--- config.mk ---
export PLATFORM = sky130hd
export DESIGN_NAME = op_loader_flat
export DESIGN_NICKNAME = d
export VERILOG_FILES = /design/src/rtl/op_loader_pkg.sv /design/src/rtl/op_loader_if.sv /design/src/rtl/op_fifo.sv /design/src/rtl/op_loader.sv /design/src/flat_wrapper.sv
export SDC_FILE = /design/constraint.sdc
export NUM_CORES = 1
export LEC_CHECK = 0
export CORE_UTILIZATION = 53
export CTS_CLUSTER_DIAMETER = 100
export DETAILED_ROUTE_END_ITERATION = 12
export PLACE_DENSITY = 0.8
export SYNTH_ARGS = -nofsm -noshare
export SYNTH_HDL_FRONTEND = slang
export SYNTH_SLANG_ARGS = --single-unit
--- constraint.sdc ---
create_clock -name clk -period 2.8 [get_ports clk]
set_input_delay 0.56 -clock clk [delete_from_list [all_inputs] [get_ports clk]]
set_output_delay 0.56 -clock clk [all_outputs]
set_load 0.03 [all_outputs]
--- src/rtl/op_loader_pkg.sv ---
// op_loader_pkg: shared definitions for the program loader.
//   - Instruction word geometry (OP_W, OPCODE_W, OPDATA_W, REG_N)
//   - Format selectors (FMT_REG / FMT_IMM) and field bit positions
//   - Loader FSM state encoding
//   - pack_op(): builds one instruction word from decoded fields
package op_loader_pkg;

  localparam int unsigned OP_W     = 16;
  localparam int unsigned OPCODE_W = 5;
  localparam int unsigned OPDATA_W = 8;
  localparam int unsigned REG_N    = 4;

  localparam logic FMT_REG = 1'b0;
  localparam logic FMT_IMM = 1'b1;

  // Field positions (LSB of each field inside the OP_W word)
  localparam int unsigned OPCODE_LSB = 11;
  localparam int unsigned REGA_LSB   = 7;
  localparam int unsigned REGB_LSB   = 3;
  localparam int unsigned OPDATA_LSB = 0;

  typedef enum logic [1:0] {
    ST_IDLE  = 2'd0,
    ST_LOAD  = 2'd1,
    ST_DRAIN = 2'd2
  } state_e;

  // Register format leaves bits [2:0] zero; immediate format leaves [10:8] zero.
  function automatic logic [OP_W-1:0] pack_op(
    input logic                fmt,
    input logic [OPCODE_W-1:0] opcode,
    input logic [REG_N-1:0]    rega,
    input logic [REG_N-1:0]    regb,
    input logic [OPDATA_W-1:0] opdata
  );
    logic [OP_W-1:0] w;
    w = '0;
    w[OPCODE_LSB +: OPCODE_W] = opcode;
    if (fmt == FMT_IMM) begin
      w[OPDATA_LSB +: OPDATA_W] = opdata;
    end else begin
      w[REGA_LSB +: REG_N] = rega;
      w[REGB_LSB +: REG_N] = regb;
    end
    return w;
  endfunction

endpackage

--- src/rtl/op_loader_if.sv ---
// op_loader_if: host-side field stream, instruction-memory write port and
// status signals of the program loader.
//   master : host / test loader plus memory arbiter (drives fields, start, gnt)
//   slave  : op_loader (drives in_ready, imem_*, busy, done, word_cnt)
interface op_loader_if
  import op_loader_pkg::*;
#(
  parameter int unsigned ADDR_W = 8
) ();

  logic                start;
  logic [ADDR_W-1:0]   base_addr;
  logic                in_valid;
  logic                in_ready;
  logic                in_fmt;
  logic [OPCODE_W-1:0] in_opcode;
  logic [REG_N-1:0]    in_nREGA;
  logic [REG_N-1:0]    in_nREGB;
  logic [OPDATA_W-1:0] in_opdata;
  logic                in_last;
  logic                imem_we;
  logic                imem_gnt;
  logic [ADDR_W-1:0]   imem_addr;
  logic [OP_W-1:0]     imem_wdata;
  logic                busy;
  logic                done;
  logic [ADDR_W:0]     word_cnt;

  modport master (
    output start, base_addr, in_valid, in_fmt, in_opcode, in_nREGA, in_nREGB,
           in_opdata, in_last, imem_gnt,
    input  in_ready, imem_we, imem_addr, imem_wdata, busy, done, word_cnt
  );

  modport slave (
    input  start, base_addr, in_valid, in_fmt, in_opcode, in_nREGA, in_nREGB,
           in_opdata, in_last, imem_gnt,
    output in_ready, imem_we, imem_addr, imem_wdata, busy, done, word_cnt
  );

endinterface

--- src/rtl/op_fifo.sv ---
// op_fifo: synchronous FIFO with synchronous clear.
//   clk, reset_n : clock, asynchronous active-low reset
//   clr_i        : empties the FIFO (pointers only)
//   push_i/wdata_i : write request (ignored when full)
//   pop_i        : read request (ignored when empty)
//   rdata_o      : current head entry (first-word fall-through)
//   full_o, empty_o, level_o : occupancy
module op_fifo
  import op_loader_pkg::*;
#(
  parameter int unsigned WIDTH = OP_W,
  parameter int unsigned DEPTH = 4
) (
  input  logic                       clk,
  input  logic                       reset_n,
  input  logic                       clr_i,
  input  logic                       push_i,
  input  logic [WIDTH-1:0]           wdata_i,
  input  logic                       pop_i,
  output logic [WIDTH-1:0]           rdata_o,
  output logic                       full_o,
  output logic                       empty_o,
  output logic [$clog2(DEPTH):0]     level_o
);

  localparam int unsigned PTR_W = $clog2(DEPTH);
  localparam logic [PTR_W:0] DEPTH_L = (PTR_W+1)'(DEPTH);

  // Pointers carry one extra wrap bit so full and empty are distinguishable.
  logic [PTR_W:0]   wr_q, rd_q;
  logic [WIDTH-1:0] mem_q [DEPTH];

  assign level_o = wr_q - rd_q;
  assign full_o  = (level_o == DEPTH_L);
  assign empty_o = (wr_q == rd_q);
  assign rdata_o = mem_q[rd_q[PTR_W-1:0]];

  always_ff @(posedge clk or negedge reset_n) begin
    if (!reset_n) begin
      wr_q <= '0;
      rd_q <= '0;
      for (int unsigned i = 0; i < DEPTH; i++) mem_q[i] <= '0;
    end else if (clr_i) begin
      wr_q <= '0;
      rd_q <= '0;
    end else begin
      if (push_i && !full_o) begin
        mem_q[wr_q[PTR_W-1:0]] <= wdata_i;
        wr_q <= wr_q + 1'b1;
      end
      if (pop_i && !empty_o) begin
        rd_q <= rd_q + 1'b1;
      end
    end
  end

endmodule

--- src/rtl/op_loader.sv ---
// op_loader: packs decoded instruction fields into OP_W words, buffers them
// in op_fifo and writes them to consecutive instruction-memory addresses.
//   clk, reset_n : clock, asynchronous active-low reset
//   bus (slave)  : start/base_addr, field stream (in_*), memory write port
//                  (imem_we/gnt/addr/wdata), status (busy, done, word_cnt)
module op_loader
  import op_loader_pkg::*;
#(
  parameter int unsigned DEPTH  = 4,
  parameter int unsigned ADDR_W = 8
) (
  input  logic       clk,
  input  logic       reset_n,
  op_loader_if.slave bus
);

  localparam int unsigned LVL_W = $clog2(DEPTH) + 1;

  state_e            state_q, state_d;
  logic [ADDR_W-1:0] addr_q, addr_d;
  logic [ADDR_W:0]   cnt_q, cnt_d;
  logic              done_q, done_d;

  logic              push, pop, clr;
  logic              full, empty;
  logic [LVL_W-1:0]  level;
  logic [OP_W-1:0]   head;
  logic [OP_W-1:0]   packed_word;
  logic              in_ready;
  logic              imem_we;

  assign packed_word = pack_op(bus.in_fmt, bus.in_opcode, bus.in_nREGA,
                               bus.in_nREGB, bus.in_opdata);

  assign in_ready = (state_q == ST_LOAD) && !full;
  assign push     = bus.in_valid && in_ready;
  assign imem_we  = (state_q != ST_IDLE) && !empty;
  assign pop      = imem_we && bus.imem_gnt;
  assign clr      = (state_q == ST_IDLE) && bus.start;

  op_fifo #(
    .WIDTH (OP_W),
    .DEPTH (DEPTH)
  ) u_fifo (
    .clk     (clk),
    .reset_n (reset_n),
    .clr_i   (clr),
    .push_i  (push),
    .wdata_i (packed_word),
    .pop_i   (pop),
    .rdata_o (head),
    .full_o  (full),
    .empty_o (empty),
    .level_o (level)
  );

  always_comb begin
    state_d = state_q;
    addr_d  = addr_q;
    cnt_d   = cnt_q;
    done_d  = 1'b0;

    unique case (state_q)
      ST_IDLE: begin
        if (bus.start) begin
          state_d = ST_LOAD;
          addr_d  = bus.base_addr;
          cnt_d   = '0;
        end
      end
      ST_LOAD: begin
        if (push && bus.in_last) state_d = ST_DRAIN;
      end
      ST_DRAIN: begin
        // Leave on the edge of the final write so done/!busy show up in the
        // very next cycle rather than one cycle later.
        if (empty || (pop && level == LVL_W'(1))) begin
          state_d = ST_IDLE;
          done_d  = 1'b1;
        end
      end
      default: state_d = ST_IDLE;
    endcase

    if (pop) begin
      addr_d = addr_q + 1'b1;
      if (cnt_q != '1) cnt_d = cnt_q + 1'b1;
    end
  end

  always_ff @(posedge clk or negedge reset_n) begin
    if (!reset_n) begin
      state_q <= ST_IDLE;
      addr_q  <= '0;
      cnt_q   <= '0;
      done_q  <= 1'b0;
    end else begin
      state_q <= state_d;
      addr_q  <= addr_d;
      cnt_q   <= cnt_d;
      done_q  <= done_d;
    end
  end

  assign bus.in_ready   = in_ready;
  assign bus.imem_we    = imem_we;
  assign bus.imem_addr  = addr_q;
  assign bus.imem_wdata = head;
  assign bus.busy       = (state_q != ST_IDLE);
  assign bus.done       = done_q;
  assign bus.word_cnt   = cnt_q;

endmodule
--- src/flat_wrapper.sv ---
// flat-port wrapper written by rule: the top's interface ports become plain ports
module op_loader_flat import op_loader_pkg::*;
#(
  parameter int unsigned DEPTH  = 4,
  parameter int unsigned ADDR_W = 8
)
  (clk, reset_n, bus_start, bus_base_addr, bus_in_valid, bus_in_fmt, bus_in_opcode, bus_in_nREGA, bus_in_nREGB, bus_in_opdata, bus_in_last, bus_imem_gnt, bus_in_ready, bus_imem_we, bus_imem_addr, bus_imem_wdata, bus_busy, bus_done, bus_word_cnt);
  op_loader_if #(.ADDR_W(ADDR_W)) bus_i ();
  input  logic clk;
  input  logic reset_n;
  input wire logic [$bits(bus_i.start)-1:0] bus_start;
  input wire logic [$bits(bus_i.base_addr)-1:0] bus_base_addr;
  input wire logic [$bits(bus_i.in_valid)-1:0] bus_in_valid;
  input wire logic [$bits(bus_i.in_fmt)-1:0] bus_in_fmt;
  input wire logic [$bits(bus_i.in_opcode)-1:0] bus_in_opcode;
  input wire logic [$bits(bus_i.in_nREGA)-1:0] bus_in_nREGA;
  input wire logic [$bits(bus_i.in_nREGB)-1:0] bus_in_nREGB;
  input wire logic [$bits(bus_i.in_opdata)-1:0] bus_in_opdata;
  input wire logic [$bits(bus_i.in_last)-1:0] bus_in_last;
  input wire logic [$bits(bus_i.imem_gnt)-1:0] bus_imem_gnt;
  output wire logic [$bits(bus_i.in_ready)-1:0] bus_in_ready;
  output wire logic [$bits(bus_i.imem_we)-1:0] bus_imem_we;
  output wire logic [$bits(bus_i.imem_addr)-1:0] bus_imem_addr;
  output wire logic [$bits(bus_i.imem_wdata)-1:0] bus_imem_wdata;
  output wire logic [$bits(bus_i.busy)-1:0] bus_busy;
  output wire logic [$bits(bus_i.done)-1:0] bus_done;
  output wire logic [$bits(bus_i.word_cnt)-1:0] bus_word_cnt;
  assign bus_i.start = bus_start;
  assign bus_i.base_addr = bus_base_addr;
  assign bus_i.in_valid = bus_in_valid;
  assign bus_i.in_fmt = bus_in_fmt;
  assign bus_i.in_opcode = bus_in_opcode;
  assign bus_i.in_nREGA = bus_in_nREGA;
  assign bus_i.in_nREGB = bus_in_nREGB;
  assign bus_i.in_opdata = bus_in_opdata;
  assign bus_i.in_last = bus_in_last;
  assign bus_i.imem_gnt = bus_imem_gnt;
  assign bus_in_ready = bus_i.in_ready;
  assign bus_imem_we = bus_i.imem_we;
  assign bus_imem_addr = bus_i.imem_addr;
  assign bus_imem_wdata = bus_i.imem_wdata;
  assign bus_busy = bus_i.busy;
  assign bus_done = bus_i.done;
  assign bus_word_cnt = bus_i.word_cnt;
  op_loader #(.DEPTH(DEPTH), .ADDR_W(ADDR_W)) u_core (.clk(clk), .reset_n(reset_n), .bus(bus_i));
endmodule
-- Yosys cells after proc, flatten, opt, wreduce, memory -nomap -nowiden
Index checks and enable logic that the tools add are counted.
- flip-flop bits (word level): 90
- latch bits: 0
- bits in writable memories: 0
- memory bits (read-only): 0
- output and inout bits: 37
- memories: 0
- add/sub/neg operators: 5
- $mul: 0
- div/mod/pow operators: 0
- magnitude comparators: 3
- equal/unequal tests: 9
- shift-type cells: 0
- muxes and demuxes: 26
- bitwise operators: 3
- reductions and logical operators: 22
- operators with widths (kind ; count):
    64-bit bitwise mux ; 1
    16-bit two-way mux ; 3
    9-bit two-way mux ; 4
    16-bit binary-select mux with 2-bit select ; 1
    16-bit demux with 2-bit select ; 1
    8-bit two-way mux ; 3
    3-bit two-way mux ; 6
    1-bit logical AND ; 10
    2-bit nonzero test ; 5
    9-bit by 1-bit adder with 9-bit output, second input constant ; 1
    9-bit != test, second input constant ; 1
    8-bit by 1-bit adder with 8-bit output, second input constant ; 1
    3-bit by 1-bit adder with 3-bit output, second input constant ; 2
    3-bit greater-or-equal comparator, second input constant ; 2
    2-bit two-way mux ; 3
    2-bit inverter with 3-bit output ; 2
    2-bit one-hot mux with 3 select lines ; 1
    5-bit two-way mux ; 1
    2-bit != test, second input constant ; 2
    2-bit AND reduction ; 2
    3-bit by 1-bit == test with 1-bit output, second input constant ; 1
    3-bit == test ; 1
    3-bit == test, second input constant ; 1
    3-bit by 1-bit less-than comparator with 1-bit output, second input constant ; 1
    other kinds (10) ; 12

-- Longest topological paths before layout
Gate-level depths: netlist of the first run.
- depth after elaboration: 8
- depth in mapped cells: 9
- depth with buffers taken out: 8

-- Cells and area by module
Synthesis of the first run repeated with hierarchy kept, for this count alone.
- cell total of the unflattened synthesis: 324
- area, all modules: 4461.8 um^2
- by module, submodules not included (module ; instances ; cells each ; area each (um^2) ; sequential area each (um^2)):
    op_fifo ; 1 ; 201 ; 3275.6 ; 1751.7
    op_loader ; 1 ; 123 ; 1186.1 ; 500.5

-- Worst setup path after synthesis of the first run
Ideal clock, no wire load.
- kind: register to output
- from: register u_core.u_fifo.wr_q[0]
- to: output port bus_in_ready
- arrival time: 2014 ps
- data required time: 2240 ps
- path slack: 226 ps
- cell stages (with the launch flop): 7
- cells stage by stage: dfrtp_1 inv_1 ha_1 fa_1 xnor3_2 nor2_1 nor2_1
- longest elaborated chain between the ends: 4
- RTL lines (item ; line ; text):
    start: declaration ; op_fifo.sv:30 ; logic [PTR_W:0] wr_q, rd_q;
    start signal: assignment ; op_fifo.sv:49 ; wr_q <= wr_q + 1'b1;
    3-bit subtractor ; op_fifo.sv:33 ; assign level_o = wr_q - rd_q;
    3-bit == test ; op_fifo.sv:34 ; assign full_o = (level_o == DEPTH_L);
    1-bit zero test ; op_loader.sv:35 ; assign in_ready = (state_q == ST_LOAD) && !full;
    1-bit logical AND ; op_loader.sv:35 ;
    end: declaration ; flat_wrapper.sv:21 ; output wire logic [$bits(bus_i.in_ready)-1:0] bus_in_ready;
Every way passes these cells.

-- Worst setup path after layout of the first run
Same ends and word-level chain as after synthesis.

==> results.env, run 1 <==
TNS_NS=0
ANTENNA_DIODE_COUNT=0
SIGNED_AREA_CHANGE_FROM_THE_SYNTHESIZED_NETLIST_TO_THE_FINAL_LAYOUT_PCT=25.6
GRT_ANTENNA_BEFORE_REPAIR=0
DIE_AREA_UM2=8610
FINAL_MIN_PERIOD_OVER_CLOCK_PERIOD_PCT=96.5
SYNTHCELLS=375
ROUTE.VIAS.TOTAL=3253
MAX_CAPACITANCE_VIOLATION_TOTAL=0
DIE_HEIGHT_UM=92.8
INITIAL_DRC_COUNT=188
POST-ROUTE-DRC-COUNT=0
SW_FRAC_OF_TOTAL_PCT=39.4
SLEW_VIOL_FINAL=0
CORE_REGION_AREA_UM2=7850
GLOBALROUTETOTALUTIL_PCT=23.5
MOST_FREQUENT_CELLS_IN_THE_LAYOUT='sky130_fd_sc_hd__dfrtp_1 (90), sky130_fd_sc_hd__nand2_1 (64), sky130_fd_sc_hd__clkdlybuf4s50_1 (59)'
FINAL_ANTENNA_NET_COUNT=0
POWERDENSITY_nW_PER_UM2=1140
MAPPED_NETS=422
DRT_PASS1_ITERATIONS=4
ROWS=32
RSZ0062_AT_GRT='false'
HOLD_VIOL=0
P_COMB_SHARE_PCT=48.8
H-TREE-DEPTH=3
PLACE.DETAILED.HPWL_MM=6.51
CTS_BUFFER_DEPTH=2
GRT_MAX_DEGREE=58
DIE_WIDTH_UM=92.8
TIGHTESTPINTRANSITION_NS=0.535
LAYOUT.CELLS.MOST_COMMON='sky130_fd_sc_hd__dfrtp_1'
ASYNC_RESET_FF_SHARE_PCT=100
DR_WL_CELL_UM=16.6
SYNTHESIS.AREA_UM2=4370
LAYOUT-DRIVE-GT1-SHARE_PCT=18.1
SYNTH_SEQ_AREA_SHARE_PCT=51.5
WORSTSETUPPATHTYPE='reg2out'
YS_FF_LATCH=90
WEIGHTED_CONGESTION_REPORTED_AT_THE_END_OF_ROUTABILITY_DRIVEN_PLACEMENT=0.821
YS_DOMINANT_REG_CELL='sky130_fd_sc_hd__dfrtp_1'
POST_SYNTH_NUM_CELL_TYPES=46
FINAL.MIN_CLOCK_PERIOD_NS=2.70
INITIAL_CORE_UTILIZATION_PCT=55.7
UTILIZATION_PCT=69.9
VIASPERCELL=5.80
CLK_TRANSITION_REPORTED_PATHS_NS=0.08
CLK_ROOT_BUFFER_CELL='sky130_fd_sc_hd__clkbuf_8'
FIN_TOTAL_PWR_mW=6.28
FIRST_GLOBAL_VIAS=3295
POWER.CLOCK.FRACTION_PCT=16.5
VDD_IR_DROP_MAX_uV=558
CP_DATA_ARRIVAL_TIME_NS=2.14
GLOBAL_ROUTE_WIRE_LENGTH_BEFORE_REPAIR_MM=15.7
PORT-BUFFER-COUNT=72
FINALCLOCKSKEW_NS=0.00868
WORST_SETUP_PATH_END_KIND='output port'
HOLDWS_NS=0.142
TIMING.HOLD.WORST.CLASS='in2async'
HIGHEST_NET_FANOUT_ALONG_THE_WORST_PATH=5
RUN_STATUS='complete, no violations'
CELLLEAKAGEPOWER_nW=2.48
TRITONCTS_NUM_SINKS=90
WORSTSETUPSTARTPOINTTYPE='flop'
FINISH.NET_COUNT=501
AVGSYNTHCELLAREA_UM2=11.7
PWR-SHARE-SEQ_PCT=34.7
CTS_HOLD_REPAIR.BUFFERS=0
GRT_OVERFLOW=0
MAX_CLOCK_FREQ_MHz=370
NUM_PORTS=73
TRITONCTS='built'
DRT-TOTAL-WL_MM=9.33
SYNTH.YOSYS.WARNINGS=0
WORST_SKEW_PAIR.LATE_LATENCY_NS=0.36
MAX_SLEW_MARGIN_PCT=64.3
TIMING.CRITICAL_PATH.REQUIRED_NS=2.24
TOTAL_SWITCHING_POWER_mW=2.47
SYNTH_EDF_COUNT=0
POWER_REPORT.INTERNAL_TOTAL_mW=3.81
SETUP-VIOLATIONS-FINAL=0
TRITONCTS.NUM_BUFFERS=9
-- cell families after synthesis --
kind of cell	after synthesis	share of synthesized area, %
xor gates and xnor gates	5	1.35
muxes	49	16.5
and+or+nand+nor	113	11.5
buffers and inverters	29	3.35
DFF	90	51.5
adders and majority gates	11	3.32
AOI/OAI and AO/OA	78	12.5
-- layer usage --
metal | up-vias | GRT usage, % | part of all wire (%)
met5 | - | 0 | 0
met4 | 0 | 10.3 | 2.1
met3 | 16 | 3.69 | 4.4
met2 | 102 | 39.1 | 50
met1 | 1615 | 30.6 | 43
li1 | 1520 | - | -
-- synthesized netlist by cell type (all sizes together) (5+ instances only) --
master | instances | share of area, %
nor3 | 7 | 0.80
mux4 | 16 | 8.2
mux2 | 23 | 5.9
buf | 13 | 1.9
nand2b | 5 | 0.72
ha | 10 | 2.9
nand3 | 10 | 1.1
clkbuf | 9 | 0.83
o21ai | 50 | 5.7
and3 | 5 | 0.72
nand2 | 64 | 5.5
mux2i | 10 | 2.3
dfrtp | 90 | 52
nor2 | 12 | 1.0
inv | 7 | 0.60
-- power groups by stage --
stage | Clock, mW | Sequential, mW | Combinational (mW)
2_1_floorplan | 0 | 2.24 | 1.97
3_3_place_gp | 0 | 2.16 | 3.00
3_5_place_dp | 0 | 2.20 | 3.08
4_1_cts | 1.05 | 2.17 | 3.11
5_1_grt | 1.11 | 2.24 | 3.31
6_report | 1.04 | 2.18 | 3.06
-- path summary, 6_finish.rpt --
path,startpoint,slack [ns],endpoint,depth (start not counted)
worst max-delay path,u_core.u_fifo.wr_q[0],0.1,bus_in_ready,7
worst min-delay path,reset_n,0.14,u_core.bus.word_cnt[0],1
worst max register to register,u_core.u_fifo.wr_q[0],0.29,u_core.u_fifo.mem_q[5],8
worst min register to register,u_core.u_fifo.mem_q[4],0.48,u_core.u_fifo.mem_q[4],2
max in group asynchronous,reset_n,2.01,u_core.u_fifo.mem_q[22],2
min in group clk,u_core.u_fifo.mem_q[4],0.48,u_core.u_fifo.mem_q[4],2
-- flip-flops by register name (all words and copies together) (netlist names) --
register              flops
u_core.bus.done           1
u_core.u_fifo.rd_q        3
u_core.bus.imem_addr      8
u_core.u_fifo.mem_q      64
u_core.u_fifo.wr_q        3
u_core.bus.word_cnt       9
u_core.state_q            2
-- through the flow --
step                      instances  setup slack (ns)  cell area (um^2)
final                           561            0.0974              5490
after CTS                       561           0.00674              5470
after detailed placement        544             0.203              5230
after global routing            561            0.0200              5490
after floorplan                 375             0.226              4370
after global placement          544             0.303              5230
-- critical path: stages (launching register included) --
cell and delay [ns]:
sky130_fd_sc_hd__dfrtp_1 0.36, sky130_fd_sc_hd__inv_1 0.08, sky130_fd_sc_hd__ha_1 0.21, sky130_fd_sc_hd__fa_1 0.36, sky130_fd_sc_hd__xnor3_2 0.44, sky130_fd_sc_hd__nor2_1 0.13
sky130_fd_sc_hd__nor2_1 0.05, sky130_fd_sc_hd__buf_4 0.16
-- area by class of cell --
cell class / instances / area (um^2)
clock buffers: 11 / 131
clock inverters: 5 / 103
fillers: 573 / 2360
inverters: 7 / 26.3
multi-input cells: 256 / 1970
flip-flops and latches: 90 / 2250
well taps: 102 / 128
repair buffers: 90 / 877
-- timing repair --
item                       4_1_cts  5_1_grt
cloned                           0        0
gates resized for setup          1        8
buffers inserted                 1        0
hold endpoints to repair         0        0
setup endpoints to repair        2        8
No activity file was read; power rests on OpenSTA's default activity.
==> run 2: changes to the inputs <==
--- a/config.mk
+++ b/config.mk
@@ -6,9 +6,11 @@
 export NUM_CORES = 1
 export LEC_CHECK = 0
 export CORE_UTILIZATION = 53
+export CTS_BUF_LIST = sky130_fd_sc_hd__clkbuf_8 sky130_fd_sc_hd__clkbuf_16
 export CTS_CLUSTER_DIAMETER = 100
 export DETAILED_ROUTE_END_ITERATION = 12
 export PLACE_DENSITY = 0.8
 export SYNTH_ARGS = -nofsm -noshare
 export SYNTH_HDL_FRONTEND = slang
 export SYNTH_SLANG_ARGS = --single-unit
+export TNS_END_PERCENT = 50
==> run 2 against run 1 <==
  * Core utilization down 0.096 points
  * Global-route usage about the same
  * Combinational power about the same
  * Sequential power about the same
  * Clock power about the same
  * Via count down 0.40%
  * Final area down 0.14%
  * Largest power group unchanged
==> results.env, run 2 (synthesis results as in run 1) <==
RUN_STATUS='complete, no violations'
TRITONCTS='built'
POSTPLACECELLAREA_UM2=5230  # unchanged
HIGHEST_NET_FANOUT_ALONG_THE_WORST_PATH=5  # unchanged
GLOBALROUTETOTALUTIL_PCT=23.5  # about the same
PORT-BUFFER-COUNT=72  # unchanged
CRITICAL_PATH_DEPTH=7  # unchanged
R2R.WORST_PATH.CELLS=8  # unchanged
TIMING.CRITICAL_PATH.REQUIRED_NS=2.24  # about the same
WEIGHTED_CONGESTION_REPORTED_AT_THE_END_OF_ROUTABILITY_DRIVEN_PLACEMENT=0.821  # unchanged
CTS_BUFFER_DEPTH=2  # unchanged
AREA_OF_THE_MULTI_INPUT_GATES_UM2=1970  # unchanged
CP_CELL_SEQUENCE='inv_1, ha_1, fa_1, xnor3_2, nor2_1, nor2_1, buf_4'
DIE_WIDTH_UM=92.8  # unchanged
WORST_SETUP_PATH_END_KIND='output port'
MOST_FREQUENT_CELLS_IN_THE_LAYOUT='sky130_fd_sc_hd__dfrtp_1 (90), sky130_fd_sc_hd__nand2_1 (64), sky130_fd_sc_hd__clkdlybuf4s50_1 (59)'
WORSTSETUPSTARTPOINTTYPE='flop'
FINAL_CELL_AREA_UM2=5480  # -0.14%
CORE_REGION_AREA_UM2=7850  # unchanged
DRT_PASS1_ITERATIONS=5  # +1
ANTENNA_DIODE_COUNT=0  # unchanged
DIE_AREA_UM2=8610  # unchanged
WORST_SKEW_PAIR.LATE_LATENCY_NS=0.36  # about the same
RSZ0062_AT_GRT='false'
POST-ROUTE-DRC-COUNT=0  # unchanged
NUM_PORTS=73  # unchanged
GRT_OVERFLOW=0  # unchanged
CPLARGESTDELAYFAMILY='adder cells'
CP_DATA_ARRIVAL_TIME_NS=2.11  # -0.03 ns
SIGNED_AREA_CHANGE_FROM_THE_SYNTHESIZED_NETLIST_TO_THE_FINAL_LAYOUT_PCT=25.4
MAX_CLOCK_FREQ_MHz=374  # +1.1%
FINAL_MIN_PERIOD_OVER_CLOCK_PERIOD_PCT=95.4  # -1.1 points
VDD_IR_DROP_MAX_uV=560  # +0.20%
CRITICAL_PATH.SLOWEST_CELL='sky130_fd_sc_hd__dfrtp_1'
ROUTE.VIAS.TOTAL=3240  # -0.40%
CP_COMMON_CELL='sky130_fd_sc_hd__nor2_1'
MAX_CAPACITANCE_VIOLATION_TOTAL=0  # unchanged
SLOWEST_DELAY_NS=0.43  # about the same
TOP_REGISTER='u_core.u_fifo.mem_q'
CLK_ROOT_BUFFER_CELL='sky130_fd_sc_hd__clkbuf_8'
TNS_NS=0  # unchanged
CELLLEAKAGEPOWER_nW=2.49  # +0.15%
DR_WL_CELL_UM=16.6  # +0.14%
LAYOUT.CELLS.MOST_COMMON='sky130_fd_sc_hd__dfrtp_1'
HOLD_VIOL=0  # unchanged
CTS_HOLD_REPAIR.BUFFERS=0  # unchanged
WORSTSETUPPATHTYPE='reg2out'
GRT_MAX_DEGREE=58  # unchanged
LARGEST_REGISTER_FFS=64  # unchanged
PLACE.DETAILED.HPWL_MM=6.51  # unchanged
CLK_TRANSITION_REPORTED_PATHS_NS=0.08  # about the same
FINALCLOCKSKEW_NS=0.0121  # +0.00342 ns
FINAL.MIN_CLOCK_PERIOD_NS=2.67  # -0.0304 ns
FINAL_ANTENNA_NET_COUNT=0  # unchanged
FINISH.NET_COUNT=500  # -0.20%
POWERDENSITY_nW_PER_UM2=1140  # about the same
TIGHTESTPINTRANSITION_NS=0.537  # +0.00196 ns
VIASPERCELL=5.79  # -0.22%
GRT_ANTENNA_BEFORE_REPAIR=0  # unchanged
INITIAL_CORE_UTILIZATION_PCT=55.7  # unchanged
FIRST_GLOBAL_VIAS=3289  # -0.18%
TIMING.HOLD.WORST.CLASS='in2async'
STORAGE_ELEMENT_AREA_UM2=2250  # unchanged
H-TREE-DEPTH=3  # unchanged
TRITONCTS.NUM_BUFFERS=9  # unchanged
CRITICAL_PATH_BUF_INV_COUNT=2  # unchanged
TRITONCTS_NUM_SINKS=90  # unchanged
INITIAL_DRC_COUNT=190  # +1.1%
FIN_TOTAL_PWR_mW=6.26  # -0.23%
SETUP-VIOLATIONS-FINAL=0  # unchanged
GLOBAL_ROUTE_WIRE_LENGTH_BEFORE_REPAIR_MM=15.6  # about the same
DRT-TOTAL-WL_MM=9.32  # about the same
TIMING.REG2REG.SETUP_SLACK_NS=0.33  # +0.04 ns
FILLERINSTANCES=573  # unchanged
SLEW_VIOL_FINAL=0  # unchanged
MAX_SLEW_MARGIN_PCT=64.2  # -0.13 points
DIE_HEIGHT_UM=92.8  # unchanged
ROWS=32  # unchanged
LAYOUT-DRIVE-GT1-SHARE_PCT=17.9  # -0.18 points
## run 2: per-stage QoR
stage | hold WS, ns | setup slack (ns) | cells | util (%)
6_report | 0.139 | 0.128 | 560 | 69.8
5_1_grt | 0.162 | 0.0623 | 560 | 69.8
4_1_cts | 0.156 | 0.00674 | 560 | 69.6
3_5_place_dp | 0.465 | 0.203 | 544 | 66.6
3_3_place_gp | 0.455 | 0.303 | 544 | 66.6
2_1_floorplan | 0.264 | 0.226 | 375 | -
## run 2: per-layer routing
layer	share of wire [%]	track usage, %
met1	45	30.6
met2	50	39.0
met3	3.8	3.69
met4	2.2	10.3
met5	0	0
## run 2: layout make-up
class                           count  area share [%]
Clock inverter                      7            2.01
Clock buffer                        9            2.26
Multi-Input combinational cell    256            36.0
Inverter                            7           0.479
Tap cell                          102            2.33
Timing Repair Buffer               89            15.9
Sequential cell                    90            41.1
## run 2: worst reg2reg max path, delay by kind of cell, from the launching register on
| family | cells | cell delay [ns] |
|---|---|---|
| adders and majority gates | 2 | 0.74 |
| AOI/OAI and AO/OA | 2 | 0.58 |
| buffers and inverters | 2 | 0.45 |
| DFF | 1 | 0.43 |
| and+or+nand+nor | 2 | 0.21 |
## run 2: path summary, 6_finish.rpt
| path | endpoint | startpoint |
|---|---|---|
| worst max-delay path | bus_in_ready | u_core.u_fifo.wr_q[0] |
| worst min-delay path | u_core.bus.word_cnt[0] | reset_n |
| worst max register to register | u_core.u_fifo.mem_q[5] | u_core.u_fifo.wr_q[0] |
| worst min register to register | u_core.u_fifo.mem_q[4] | u_core.u_fifo.mem_q[4] |
| max in group asynchronous | u_core.u_fifo.mem_q[56] | reset_n |
| min in group clk | u_core.u_fifo.mem_q[4] | u_core.u_fifo.mem_q[4] |
## run 2: timing repair
action | in CTS | in global routing
endpoints found under the setup margin | 2 | 8
gates resized for setup | 1 | 8
pin swaps | 1 | 0
setup buffers | 0 | 0
## run 2: report_power, final
part / leakage, nW / switching [mW] / internal, mW
Clock: 0.122 / 0.451 / 0.585
Combinational: 1.20 / 1.66 / 1.39
Sequential: 1.16 / 0.366 / 1.82
==> run 3: changes to the inputs <==
--- a/config.mk
+++ b/config.mk
@@ -6,7 +6,6 @@
 export NUM_CORES = 1
 export LEC_CHECK = 0
 export CORE_UTILIZATION = 53
-export CTS_BUF_LIST = sky130_fd_sc_hd__clkbuf_8 sky130_fd_sc_hd__clkbuf_16
 export CTS_CLUSTER_DIAMETER = 100
 export DETAILED_ROUTE_END_ITERATION = 12
 export PLACE_DENSITY = 0.8
==> run 3 against run 2 <==
  * Clock skew fell by 0.0056 ns
  * Combinational power is essentially flat
  * Core utilization stayed put
  * Non-clock buffer count stayed put
  * Total power hardly changed
  * Sequential share of layout area unchanged
  * Fmax grew 0.16%
  * Final area stayed put
  * Routed wire length fell by 0.36%
  * First-iteration DRC count down 0.53%
  * Critical endpoint unchanged
  * Highest routed layer unchanged
==> results.env, run 3 (synthesis results as in run 1) <==
RUN_STATUS='complete, no violations'
FILLERINSTANCES=573  # unchanged
TIMING.CRITICAL_PATH.REQUIRED_NS=2.24  # about the same
WORSTSETUPPATHTYPE='reg2out'
ANTENNA_DIODE_COUNT=0  # unchanged
LAYOUT.CELLS.MOST_COMMON='sky130_fd_sc_hd__dfrtp_1'
RSZ0062_AT_GRT='false'
FINISH.NET_COUNT=500  # unchanged
CLK_ROOT_BUFFER_CELL='sky130_fd_sc_hd__clkbuf_8'
CELLLEAKAGEPOWER_nW=2.48  # -0.33%
MAX_CAPACITANCE_VIOLATION_TOTAL=0  # unchanged
DIE_AREA_UM2=8610  # unchanged
H-TREE-DEPTH=3  # unchanged
TNS_NS=0  # unchanged
LARGEST_REGISTER_FFS=64  # unchanged
CP_DATA_ARRIVAL_TIME_NS=2.11  # about the same
SETUP_WS_NS=0.132  # +0.00421 ns
POST-ROUTE-DRC-COUNT=0  # unchanged
WORST_SKEW_PAIR.LATE_LATENCY_NS=0.36  # about the same
VIASPERCELL=5.80  # +0.31%
PLACE.DETAILED.HPWL_MM=6.51  # unchanged
SIGNED_AREA_CHANGE_FROM_THE_SYNTHESIZED_NETLIST_TO_THE_FINAL_LAYOUT_PCT=25.4  # unchanged
AREA_OF_THE_MULTI_INPUT_GATES_UM2=1970  # unchanged
CORE_REGION_AREA_UM2=7850  # unchanged
PORT-BUFFER-COUNT=72  # unchanged
HOLD_VIOL=0  # unchanged
STORAGE_ELEMENT_AREA_UM2=2250  # unchanged
R2R-END='u_core.u_fifo.mem_q[5]'
VDD_IR_DROP_MAX_uV=557  # -0.44%
R2R.WORST_PATH.CELLS=8  # unchanged
WORST_SETUP_PATH_END_KIND='output port'
TIGHTESTPINTRANSITION_NS=0.537  # -0.0000954 ns
INITIAL_CORE_UTILIZATION_PCT=55.7  # unchanged
DR_WL_CELL_UM=16.6  # -0.36%
POWERDENSITY_nW_PER_UM2=1140  # about the same
CP_COMMON_CELL='sky130_fd_sc_hd__nor2_1'
ROUTE.VIAS.TOTAL=3250  # +0.31%
FIRST_GLOBAL_VIAS=3289  # unchanged
DIE_WIDTH_UM=92.8  # unchanged
CTS_BUFFER_DEPTH=2  # unchanged
TRITONCTS_NUM_SINKS=90  # unchanged
SLOWEST_DELAY_NS=0.43  # about the same
MOST_FREQUENT_CELLS_IN_THE_LAYOUT='sky130_fd_sc_hd__dfrtp_1 (90), sky130_fd_sc_hd__nand2_1 (64), sky130_fd_sc_hd__clkdlybuf4s50_1 (59)'
WORSTSETUPSTARTPOINT='u_core.u_fifo.wr_q[0]'
POSTPLACECELLAREA_UM2=5230  # unchanged
FINAL_CELL_AREA_UM2=5480  # unchanged
TRITONCTS='built'
WORSTSETUPSTARTPOINTTYPE='flop'
DIE_HEIGHT_UM=92.8  # unchanged
FINAL.MIN_CLOCK_PERIOD_NS=2.67  # -0.00421 ns
DRT_PASS1_ITERATIONS=4  # -1
DRT-TOTAL-WL_MM=9.29  # -0.36%
TIMING.HOLD.WORST.CLASS='in2async'
TOP_REGISTER='u_core.u_fifo.mem_q'
GLOBAL_ROUTE_WIRE_LENGTH_BEFORE_REPAIR_MM=15.6  # unchanged
FINAL_ANTENNA_NET_COUNT=0  # unchanged
GRT_OVERFLOW=0  # unchanged
GRT_ANTENNA_BEFORE_REPAIR=0  # unchanged
INITIAL_DRC_COUNT=189  # -0.53%
WORSTREG2REGSTART='u_core.u_fifo.wr_q[0]'
CLK_TRANSITION_REPORTED_PATHS_NS=0.08  # about the same
MAX_CLOCK_FREQ_MHz=375  # +0.16%
GRT_MAX_DEGREE=58  # unchanged
FINALCLOCKSKEW_NS=0.00652  # -0.00558 ns
SETUP-VIOLATIONS-FINAL=0  # unchanged
LAYOUT-DRIVE-GT1-SHARE_PCT=17.9  # unchanged
MAX_SLEW_MARGIN_PCT=64.2  # about the same
PLACEMENT.SETUP.WORST_SLACK_NS=0.203  # unchanged
SLEW_VIOL_FINAL=0  # unchanged
WEIGHTED_CONGESTION_REPORTED_AT_THE_END_OF_ROUTABILITY_DRIVEN_PLACEMENT=0.821  # unchanged
TRITONCTS.NUM_BUFFERS=9  # unchanged
CP_CELL_SEQUENCE='inv_1, ha_1, fa_1, xnor3_2, nor2_1, nor2_1, buf_4'
UTILIZATION_PCT=69.8  # unchanged
HIGHEST_NET_FANOUT_ALONG_THE_WORST_PATH=5  # unchanged
GLOBALROUTETOTALUTIL_PCT=23.5  # unchanged
ROWS=32  # unchanged
NUM_PORTS=73  # unchanged
FINAL_MIN_PERIOD_OVER_CLOCK_PERIOD_PCT=95.3  # -0.15 points
TIMING.REG2REG.SETUP_SLACK_NS=0.33  # about the same
CRITICAL_PATH.SLOWEST_CELL='sky130_fd_sc_hd__dfrtp_1'
[run 3: stage by stage]
step	instances	hold slack, ns	power (mW)
floorplan	375	0.264	4.21
CTS	560	0.156	6.31
global route	560	0.162	6.65
global placement	544	0.455	5.17
finish	560	0.143	6.26
detailed placement	544	0.465	5.28
[run 3: routing by layer]
layer | global-route usage, % | vias up | share of wire, %
met2 | 39.0 | 91 | 50
li1 | - | 1520 | -
met1 | 30.6 | 1624 | 44
met3 | 3.69 | 15 | 4.5
met4 | 10.3 | 0 | 2.2
met5 | 0 | - | 0
[run 3: report_power, final]
group          switching, mW  internal, mW  total [mW]
clock network          0.443         0.592        1.04
logic                   1.66          1.39        3.04
registers              0.365          1.82        2.18
total                   2.46          3.80        6.26
[run 3: layout make-up]
class	instances	share of cell area (%)
Clock buffer	11	2.40
Clock inverter	5	1.87
Inverter	7	0.479
Multi-Input combinational cell	256	36.0
Sequential cell	90	41.1
Tap cell	102	2.33
Timing Repair Buffer	89	15.9
[run 3: how the worst max path moves through the flow]
stage | slack, ns | end | cells past startpoint
after floorplan | 0.23 | bus_in_ready | 6
after global placement | 0.30 | u_core.u_fifo.mem_q[39] | 8
after detailed placement | 0.20 | u_core.u_fifo.mem_q[51] | 8
after CTS | 0.007 | bus_imem_wdata[9] | 3
after global routing | 0.06 | bus_in_ready | 7
final | 0.13 | bus_in_ready | 7
[run 3: repair_timing]
item	4_1_cts	5_1_grt
hold endpoints to repair	0	0
resized for setup	1	8
pin swaps	1	0
endpoints found under the setup margin	2	8
hold buffers	0	0
setup buffers	0	0
[run 3: critical path, delay by kind of cell, from the launching register on]
kind                       cells  cell delay [ns]
adders and majority gates      2             0.59
DFF                            1             0.43
xor gates and xnor gates       1             0.29
buffers and inverters          2             0.27
and+or+nand+nor                2             0.18
